<file path="config.mk">
export PLATFORM = sky130hd
export DESIGN_NAME = arb8_ctrl_flat
export DESIGN_NICKNAME = d
export VERILOG_FILES = /design/src/rtl/arb8_ctrl_if.sv /design/src/rtl/arb8_ctrl.sv /design/src/flat_wrapper.sv
export SDC_FILE = /design/constraint.sdc
export NUM_CORES = 1
export LEC_CHECK = 0
export ABC_CLOCK_PERIOD_IN_PS = 2450
export CORE_MARGIN = 3
export CORE_UTILIZATION = 50
export CTS_CLUSTER_DIAMETER = 100
export DETAILED_ROUTE_END_ITERATION = 7
export HOLD_SLACK_MARGIN = 0.03
export PLACE_DENSITY_LB_ADDON = 0.05
export SKIP_LAST_GASP = 1
export SLEW_MARGIN = 20
export SYNTH_ARGS = -nofsm -noshare
export SYNTH_HDL_FRONTEND = slang
export SYNTH_SLANG_ARGS = --single-unit
</file>
<file path="constraint.sdc">
create_clock -name clk -period 2.45 [get_ports clk]
set_clock_uncertainty 0.05 [all_clocks]
set_input_delay 0.735 -clock clk [delete_from_list [all_inputs] [get_ports clk]]
set_output_delay 0.735 -clock clk [all_outputs]
set_load 0.01 [all_outputs]
</file>
<file path="src/rtl/arb8_ctrl_if.sv">
`default_nettype none
// ============================================================================
//  Module      : arb8_ctrl_if
//  Description : Request/grant bundle between eight clients and arb8_ctrl.
//                master : client side (drives req/done, observes the grant)
//                slave  : arbiter side (observes req/done, drives the grant)
//  Signals     : req[7:0]    request vector, bit i = client i
//                done        current owner releases the resource
//                gnt[7:0]    one-hot grant, zero when no grant is held
//                gnt_id[2:0] binary index of the granted client
//                gnt_valid   a grant is held
//                tmo         one-cycle pulse on timeout revocation
//  Revision    : 1.0 - initial release
// ============================================================================
interface arb8_ctrl_if;
  logic [7:0] req;
  logic       done;
  logic [7:0] gnt;
  logic [2:0] gnt_id;
  logic       gnt_valid;
  logic       tmo;

  modport master (
    output req, done,
    input  gnt, gnt_id, gnt_valid, tmo
  );

  modport slave (
    input  req, done,
    output gnt, gnt_id, gnt_valid, tmo
  );
endinterface
`default_nettype wire

</file>
<file path="src/rtl/arb8_ctrl.sv">
`default_nettype none
// ============================================================================
//  Module      : arb8_ctrl
//  Description : Eight-requester arbiter for one shared resource. Samples the
//                request vector in IDLE, registers a one-hot grant and index,
//                and holds it until done, owner withdrawal or timeout. A
//                release is always followed by at least one IDLE cycle.
//  Parameters  : TIMEOUT (1..255) maximum cycles one grant may be held
//  Ports       : clk  - clock, rising edge
//                rst  - synchronous active-high reset
//                bus  - arb8_ctrl_if.slave (req, done in; gnt, gnt_id,
//                       gnt_valid, tmo out, all registered)
//  Build macro : ARB8_ROUND_ROBIN_EN - round-robin search starting below the
//                last granted id; undefined gives fixed priority (7 highest)
//  Revision    : 1.0 - initial release
// ============================================================================
module arb8_ctrl #(
  parameter int unsigned TIMEOUT = 15
) (
  input  logic       clk,
  input  logic       rst,
  arb8_ctrl_if.slave bus
);

  typedef enum logic [0:0] {
    S_IDLE  = 1'b0,
    S_GRANT = 1'b1
  } state_t;

  localparam logic [7:0] HOLD_LIMIT = 8'(TIMEOUT - 1);

  state_t     state;
  logic [7:0] hold_cnt;
  logic [2:0] win_id;
  logic       win_any;
  logic       owner_req;
  logic       at_limit;
  logic       release_now;

  assign win_any     = |bus.req;
  assign owner_req   = bus.req[bus.gnt_id];
  assign at_limit    = (hold_cnt == HOLD_LIMIT);
  assign release_now = bus.done || !owner_req || at_limit;

`ifdef ARB8_ROUND_ROBIN_EN
  logic [2:0] rr_ptr;
  logic [2:0] rr_cand;

  // Walk offsets 8 down to 1 so the nearest candidate below the pointer is
  // written last and wins; offset 8 wraps to the pointer itself (lowest).
  always_comb begin
    win_id  = rr_ptr;
    rr_cand = rr_ptr;
    for (int i = 8; i >= 1; i--) begin
      rr_cand = rr_ptr - 3'(i);
      if (bus.req[rr_cand]) win_id = rr_cand;
    end
  end
`else
  // Ascending scan: the highest set index is written last and wins.
  always_comb begin
    win_id = 3'd0;
    for (int i = 0; i < 8; i++) begin
      if (bus.req[i]) win_id = 3'(i);
    end
  end
`endif

  always_ff @(posedge clk) begin
    if (rst) begin
      state         <= S_IDLE;
      bus.gnt       <= 8'h00;
      bus.gnt_id    <= 3'd0;
      bus.gnt_valid <= 1'b0;
      bus.tmo       <= 1'b0;
      hold_cnt      <= 8'd0;
`ifdef ARB8_ROUND_ROBIN_EN
      rr_ptr        <= 3'd0;
`endif
    end else begin
      bus.tmo <= 1'b0;
      case (state)
        S_IDLE: begin
          if (win_any) begin
            state         <= S_GRANT;
            bus.gnt       <= 8'h01 << win_id;
            bus.gnt_id    <= win_id;
            bus.gnt_valid <= 1'b1;
            hold_cnt      <= 8'd0;
`ifdef ARB8_ROUND_ROBIN_EN
            rr_ptr        <= win_id;
`endif
          end
        end
        S_GRANT: begin
          if (release_now) begin
            state         <= S_IDLE;
            bus.gnt       <= 8'h00;
            bus.gnt_id    <= 3'd0;
            bus.gnt_valid <= 1'b0;
            hold_cnt      <= 8'd0;
            // Timeout is only flagged when nothing else ended the grant.
            bus.tmo       <= at_limit && !bus.done && owner_req;
          end else begin
            hold_cnt <= hold_cnt + 8'd1;
          end
        end
        default: state <= S_IDLE;
      endcase
    end
  end

endmodule
`default_nettype wire

</file>
<file path="src/flat_wrapper.sv">
// flat-port wrapper written by rule: the top's interface ports become plain ports
module arb8_ctrl_flat 
#(
  parameter int unsigned TIMEOUT = 15
)
  (clk, rst, bus_req, bus_done, bus_gnt, bus_gnt_id, bus_gnt_valid, bus_tmo);
  arb8_ctrl_if bus_i ();
  input  logic clk;
  input  logic rst;
  input wire logic [$bits(bus_i.req)-1:0] bus_req;
  input wire logic [$bits(bus_i.done)-1:0] bus_done;
  output wire logic [$bits(bus_i.gnt)-1:0] bus_gnt;
  output wire logic [$bits(bus_i.gnt_id)-1:0] bus_gnt_id;
  output wire logic [$bits(bus_i.gnt_valid)-1:0] bus_gnt_valid;
  output wire logic [$bits(bus_i.tmo)-1:0] bus_tmo;
  assign bus_i.req = bus_req;
  assign bus_i.done = bus_done;
  assign bus_gnt = bus_i.gnt;
  assign bus_gnt_id = bus_i.gnt_id;
  assign bus_gnt_valid = bus_i.gnt_valid;
  assign bus_tmo = bus_i.tmo;
  arb8_ctrl #(.TIMEOUT(TIMEOUT)) u_core (.clk(clk), .rst(rst), .bus(bus_i));
endmodule
</file>
After elaboration in Yosys (flattened, before gate mapping)
Cells that the tools add are included.

Register bits: 22. Input port bits: 11. Output and inout bits: 13. Logic and storage cells: 47.

Add/sub/neg operators: 1. Magnitude comparators: 1. Equality and inequality tests: 3. Shift-type cells: 1. Mux-type cells: 24. Bitwise operators: 2. Reductions and logical operators: 9.

Operators by type and width (count): two-way mux 8 bit (4); case mux 8 bit (2 select lines) (2); two-way mux 3 bit (6); adder 8 x 1 -> 8 bit, second input constant (1); equality test 8 x 4 -> 1 bit, second input constant (1); OR reduction 8 bit (1); left shift 1 x 3 -> 8 bit, first input constant (1); two-way mux 1 bit (6); case mux 3 bit (2 select lines) (1); < comparator 3 x 4 -> 1 bit, second input constant (1); two-way mux 2 bit (2); case mux 1 bit (2 select lines) (2); binary-select mux 1 bit (select 3 bit) (1); OR reduction 3 bit (1); logical AND 1 bit (2); zero test 1 bit (2); logical OR 1 bit (2); != test 2 x 1 -> 1 bit, second input constant (1); != test 2 bit, second input constant (1); NOT 1 bit (2); AND reduction 2 bit (1).

Logic depth before layout (Yosys ltp)
Depth in word-level cells: 10. Depth in mapped cells: 7. Gate-level depth less buffers: 7.

Worst setup path before layout
OpenSTA, ideal clock, no wires.

Kind: input to register. From: input port bus_req[5]. To: register u_core.bus.gnt[2]. Setup time: 70 ps. Arrival: 1946 ps. Data required time: 2330 ps. Setup slack: 384 ps. Cell stages on the path: 7. Buffers on the path: 2. Cells stage by stage: buf_2 nor4_2 nand2_1 nor2_1 buf_2 o21a_4 o2bb2ai_1.

Word-level cells in the longest chain between the ends: 7. Elaborated cells on any way between the ends: 15. Those cells by class: eq/ne (2); shift (1); mux (7); reduce/logical (5).

RTL lines: start: declaration (RTL line flat_wrapper.sv:10) `input wire logic [$bits(bus_i.req)-1:0] bus_req;`; binary-select mux 1 bit (select 3 bit) (RTL line arb8_ctrl.sv:41) `assign owner_req = bus.req[bus.gnt_id];`; two-way mux 1 bit (implied by the code) (RTL line arb8_ctrl.sv:41); zero test 1 bit (RTL line arb8_ctrl.sv:43) `assign release_now = bus.done || !owner_req || at_limit;`; logical OR 1 bit (2 in series) (RTL line arb8_ctrl.sv:43); != test 2 bit (no line); AND reduction 2 bit (no line); end signal: assignment (RTL line arb8_ctrl.sv:86) `bus.gnt <= 8'h01 << win_id;`; end: declaration (RTL line arb8_ctrl_if.sv:30) `output gnt, gnt_id, gnt_valid, tmo`.

Parallel ways exist; a longest one is shown, timed or not. The select of a mux whose other input is x is not followed. A chain may end at the register's enable or synchronous reset.

Final worst setup path
From: input port bus_req[7]. To: register u_core.bus.gnt_id[1].

Word-level cells in the longest chain between the ends: 7. Elaborated cells on any way between the ends: 12. Those cells by class: eq/ne (2); mux (5); reduce/logical (5).

RTL lines: binary-select mux 1 bit (select 3 bit) (RTL line arb8_ctrl.sv:41); two-way mux 1 bit (implied by the code) (RTL line arb8_ctrl.sv:41); zero test 1 bit (RTL line arb8_ctrl.sv:43); logical OR 1 bit (2 in series) (RTL line arb8_ctrl.sv:43); != test 2 bit (no line); AND reduction 2 bit (no line); end signal: assignment (RTL line arb8_ctrl.sv:87) `bus.gnt_id <= win_id;`; end: declaration (RTL line arb8_ctrl_if.sv:30).

Parallel ways exist; a longest one is shown, timed or not. The select of a mux whose other input is x is not followed.

==> results.py <==
metrics = {
    "run_status": {
        "status": "finished, final reports clean",
    },
    "worst_hold_path": {
        "hold_depth": 2,
        "hold_path.class": "reg2reg",
        "hold_path.startpoint": "u_core.bus.gnt[0]",
        "min_to": "u_core.bus.gnt[0]",
    },
    "die": {
        "io_pins": 24,
        "die_area_um2": 2980,
        "die_w_um": 54.6,
        "fp.dieH_um": 54.6,
        "initial_core_util": 0.561,
        "coreArea_um2": 2100,
        "rows": 16,
    },
    "routing": {
        "vias": 1234,
        "drcViolationCount": 0,
        "via_per_inst": 5.96,
        "dr.pass1.iters": 4,
        "antenna_left": 0,
        "routed_wl_mm": 3.24,
        "wl_per_cell_um": 15.6,
        "initialDrtViolationCount": 36,
    },
    "setup_path": {
        "critical_path_arrival_ns": 2.53,
        "crit_path_end_kind": "flop",
        "worstPathCellList": "clkdlybuf4s50_1 > mux2i_1 > a31o_4 > nor4_4 > buf_4 > o21ai_1 > a21oi_1",
        "worstPathMaxFanout": 4,
        "cp.required_ns": 2.65,
        "critPathKind": "in2reg",
        "crit_path_max_incr_delay_ns": 0.55,
        "reg2regPathDepth": 7,
        "timing.rr.start": "u_core.hold_cnt[1]",
        "start_kind": "input pin",
        "slowest_stage": "clkdlybuf4s50_1",
        "r2r_end": "u_core.hold_cnt[2]",
        "r2r_slack_ns": 0.50,
        "critPathBufInv": 2,
        "cpLargestDelayFamily": "buffers and inverters",
    },
    "global_routing": {
        "overflow": 0,
        "grt_first_pass_wirelength_mm": 5.33,
        "grt_pass1_vias": 1178,
        "track_usage": 0.250,
        "grt_max_degree": 14,
        "grt_antenna_before_repair": 0,
    },
    "clock_network": {
        "cts_hold_buf": 0,
        "post-cts-setup-buffers": 0,
        "clkSinkCount": 22,
        "clk_pin_slew_worst_paths_ns": 0.12,
        "cts_tree": "yes",
        "clk_path_buf_depth": 2,
        "cts_repair_resize_count": 0,
        "ctsHtreeMaxLevel": 1,
        "cts_made_buffers": 3,
        "cts_root_buffer": "clkbuf_4",
        "insertion_delay_ns": 0.32,
    },
    "pwr": {
        "power.density_nw_per_um2": 512,
        "finalPower_uw": 832,
        "pwr-share-clk": 0.344,
        "p_int_uw": 617,
        "peakVddDrop_mv": 0.451,
        "p_switching_uw": 215,
        "swShare": 0.258,
        "power_frac_seq": 0.464,
        "power_leakage_nw": 0.631,
        "combPwrFrac": 0.192,
    },
    "yosys": {
        "synth.largest_area_cell": "dfxtp_1",
        "synth_enable_flop_cells": 0,
        "ys_seq_area_frac": 0.374,
        "synthFlopType": "dfxtp_1",
        "synth_warnings": 0,
        "postSynthAreaPerCell_um2": 8.60,
        "synthCells": 137,
        "synthTopCellsByArea": "dfxtp_1, nor2_1, o21ai_1",
        "synth_cell_type_count": 38,
        "ys_ff_latch": 22,
        "synth_nets": 150,
        "synth.cell_area_um2": 1180,
        "yosysMostFrequentCell": "dfxtp_1",
        "synthTopCellsByCount": "dfxtp_1, nor2_1, inv_1, o21ai_1",
        "synth.top_cell.area_share": 0.374,
        "synthArstFlopShare": 0,
    },
    "sta": {
        "min_period_ns": 2.33,
        "setup_violations": 0,
        "fmax_ghz": 0.429,
        "min_period_over_period": 0.952,
        "hold_slack_ns": 0.419,
        "finalHoldViolations": 0,
        "tightest_slew_ns": 0.580,
        "timing.setup.tns_ns": 0,
        "slew-limit-headroom": 0.610,
        "drv_slew": 0,
        "rsz0062_at_grt": "no",
    },
    "layout": {
        "fin_nets": 194,
        "fillCellCount": 158,
        "layout-drive-gt1-share": 0.183,
        "fin_cells": 207,
        "diodes": 0,
        "area_delta_synth_final_pct": 37.8,
        "finalInstanceArea_um2": 1620,
    },
    "place": {
        "port_buffers": 23,
        "gp_congestion": 0.859,
        "placedCellCount": 203,
        "hpwl_mm": 2.40,
        "place_area_um2": 1570,
    },
    "run": {
        "maxCapViolations": 0,
    },
}
==> stage by stage <==
stage,utilization,setup WS [ns]
floorplan,-,0.384
global placement,0.748,-0.112
detailed placement,0.748,-0.192
CTS,0.773,0.134
global route,0.773,0.0569
finish,0.773,0.118
==> worst register-to-register path: stages, from the launching register on <==
cell and delay, ns:
dfxtp_1 0.42, ha_1 0.19, nand4b_1 0.18, nor4_1 0.49, nor4_4 0.09, buf_4 0.19, a31oi_1 0.17, a31oi_1 0.06
==> cells by family (layout without fill, tap and decap cells) <==
| family | after synthesis | count (layout) | synth area share |
|---|---|---|---|
| adder cells (fa/ha/maj) | 2 | 2 | 0.0212 |
| multiplexers | 4 | 4 | 0.0340 |
| AND/OR/NAND/NOR | 53 | 53 | 0.259 |
| AO/OA/AOI/OAI | 40 | 40 | 0.248 |
| XOR/XNOR | 1 | 1 | 0.00743 |
| buffers and inverters | 15 | 58 | 0.0563 |
| flip-flops | 22 | 22 | 0.374 |
==> how the worst max path moves through the flow <==
| stage | from | to | slack [ns] | cells past startpoint |
|---|---|---|---|---|
| after floorplan | bus_req[5] | u_core.bus.gnt[2] | 0.38 | 7 |
| after global placement | bus_req[4] | u_core.bus.gnt[0] | -0.11 | 8 |
| after detailed placement | bus_req[7] | u_core.bus.gnt[7] | -0.19 | 7 |
| after CTS | bus_req[7] | u_core.bus.gnt_id[1] | 0.13 | 7 |
| after global routing | bus_req[6] | u_core.bus.gnt[7] | 0.06 | 7 |
| final | bus_req[7] | u_core.bus.gnt_id[1] | 0.12 | 7 |
==> layer usage <==
metal  track usage  share of wire
met2         0.430           0.49
met4        0.0913          0.013
met1         0.314           0.43
met5             0              0
met3        0.0327          0.063
==> cell type report <==
class	count	area, µm²	area share
repair buffers	44	388	0.239
flip-flops and latches	22	440	0.271
well taps	27	33.8	0.0208
inverters	10	37.5	0.0231
clock buffers	3	22.5	0.0139
multi-input cells	100	672	0.414
clock inverters	1	30.0	0.0185
==> cells in the final DEF, fill, tap and decap left out, drive strengths merged, types with 3 or more instances in the layout <==
| cell | Yosys | routed |
|---|---|---|
| a31oi | 6 | 6 |
| o21ai | 9 | 9 |
| nand3 | 5 | 5 |
| inv | 10 | 10 |
| buf | 3 | 21 |
| nor2 | 17 | 17 |
| dfxtp | 22 | 22 |
| nor4 | 5 | 5 |
| a21oi | 8 | 8 |
| nor3 | 8 | 8 |
| mux2i | 4 | 4 |
| clkdlybuf4s50 | 0 | 23 |
| nand2 | 7 | 7 |
| clkbuf | 2 | 3 |
==> flip-flops by register name, summed over array words and instances, names as in the netlist <==
| register | cells |
|---|---|
| u_core.bus.tmo | 1 |
| u_core.hold_cnt | 8 |
| u_core.state | 1 |
| u_core.bus.gnt | 8 |
| u_core.bus.gnt_id | 3 |
| u_core.bus.gnt_valid | 1 |
==> power by group through the flow <==
stage	clock [mW]	sequential [mW]	combinational, mW
finish	0.286	0.386	0.160
global route	0.300	0.389	0.172
CTS	0.288	0.386	0.159
detailed placement	0	0.394	0.156
global placement	0	0.393	0.152
floorplan	0	0.390	0.0800
No activity file was read; power rests on OpenSTA's default activity.
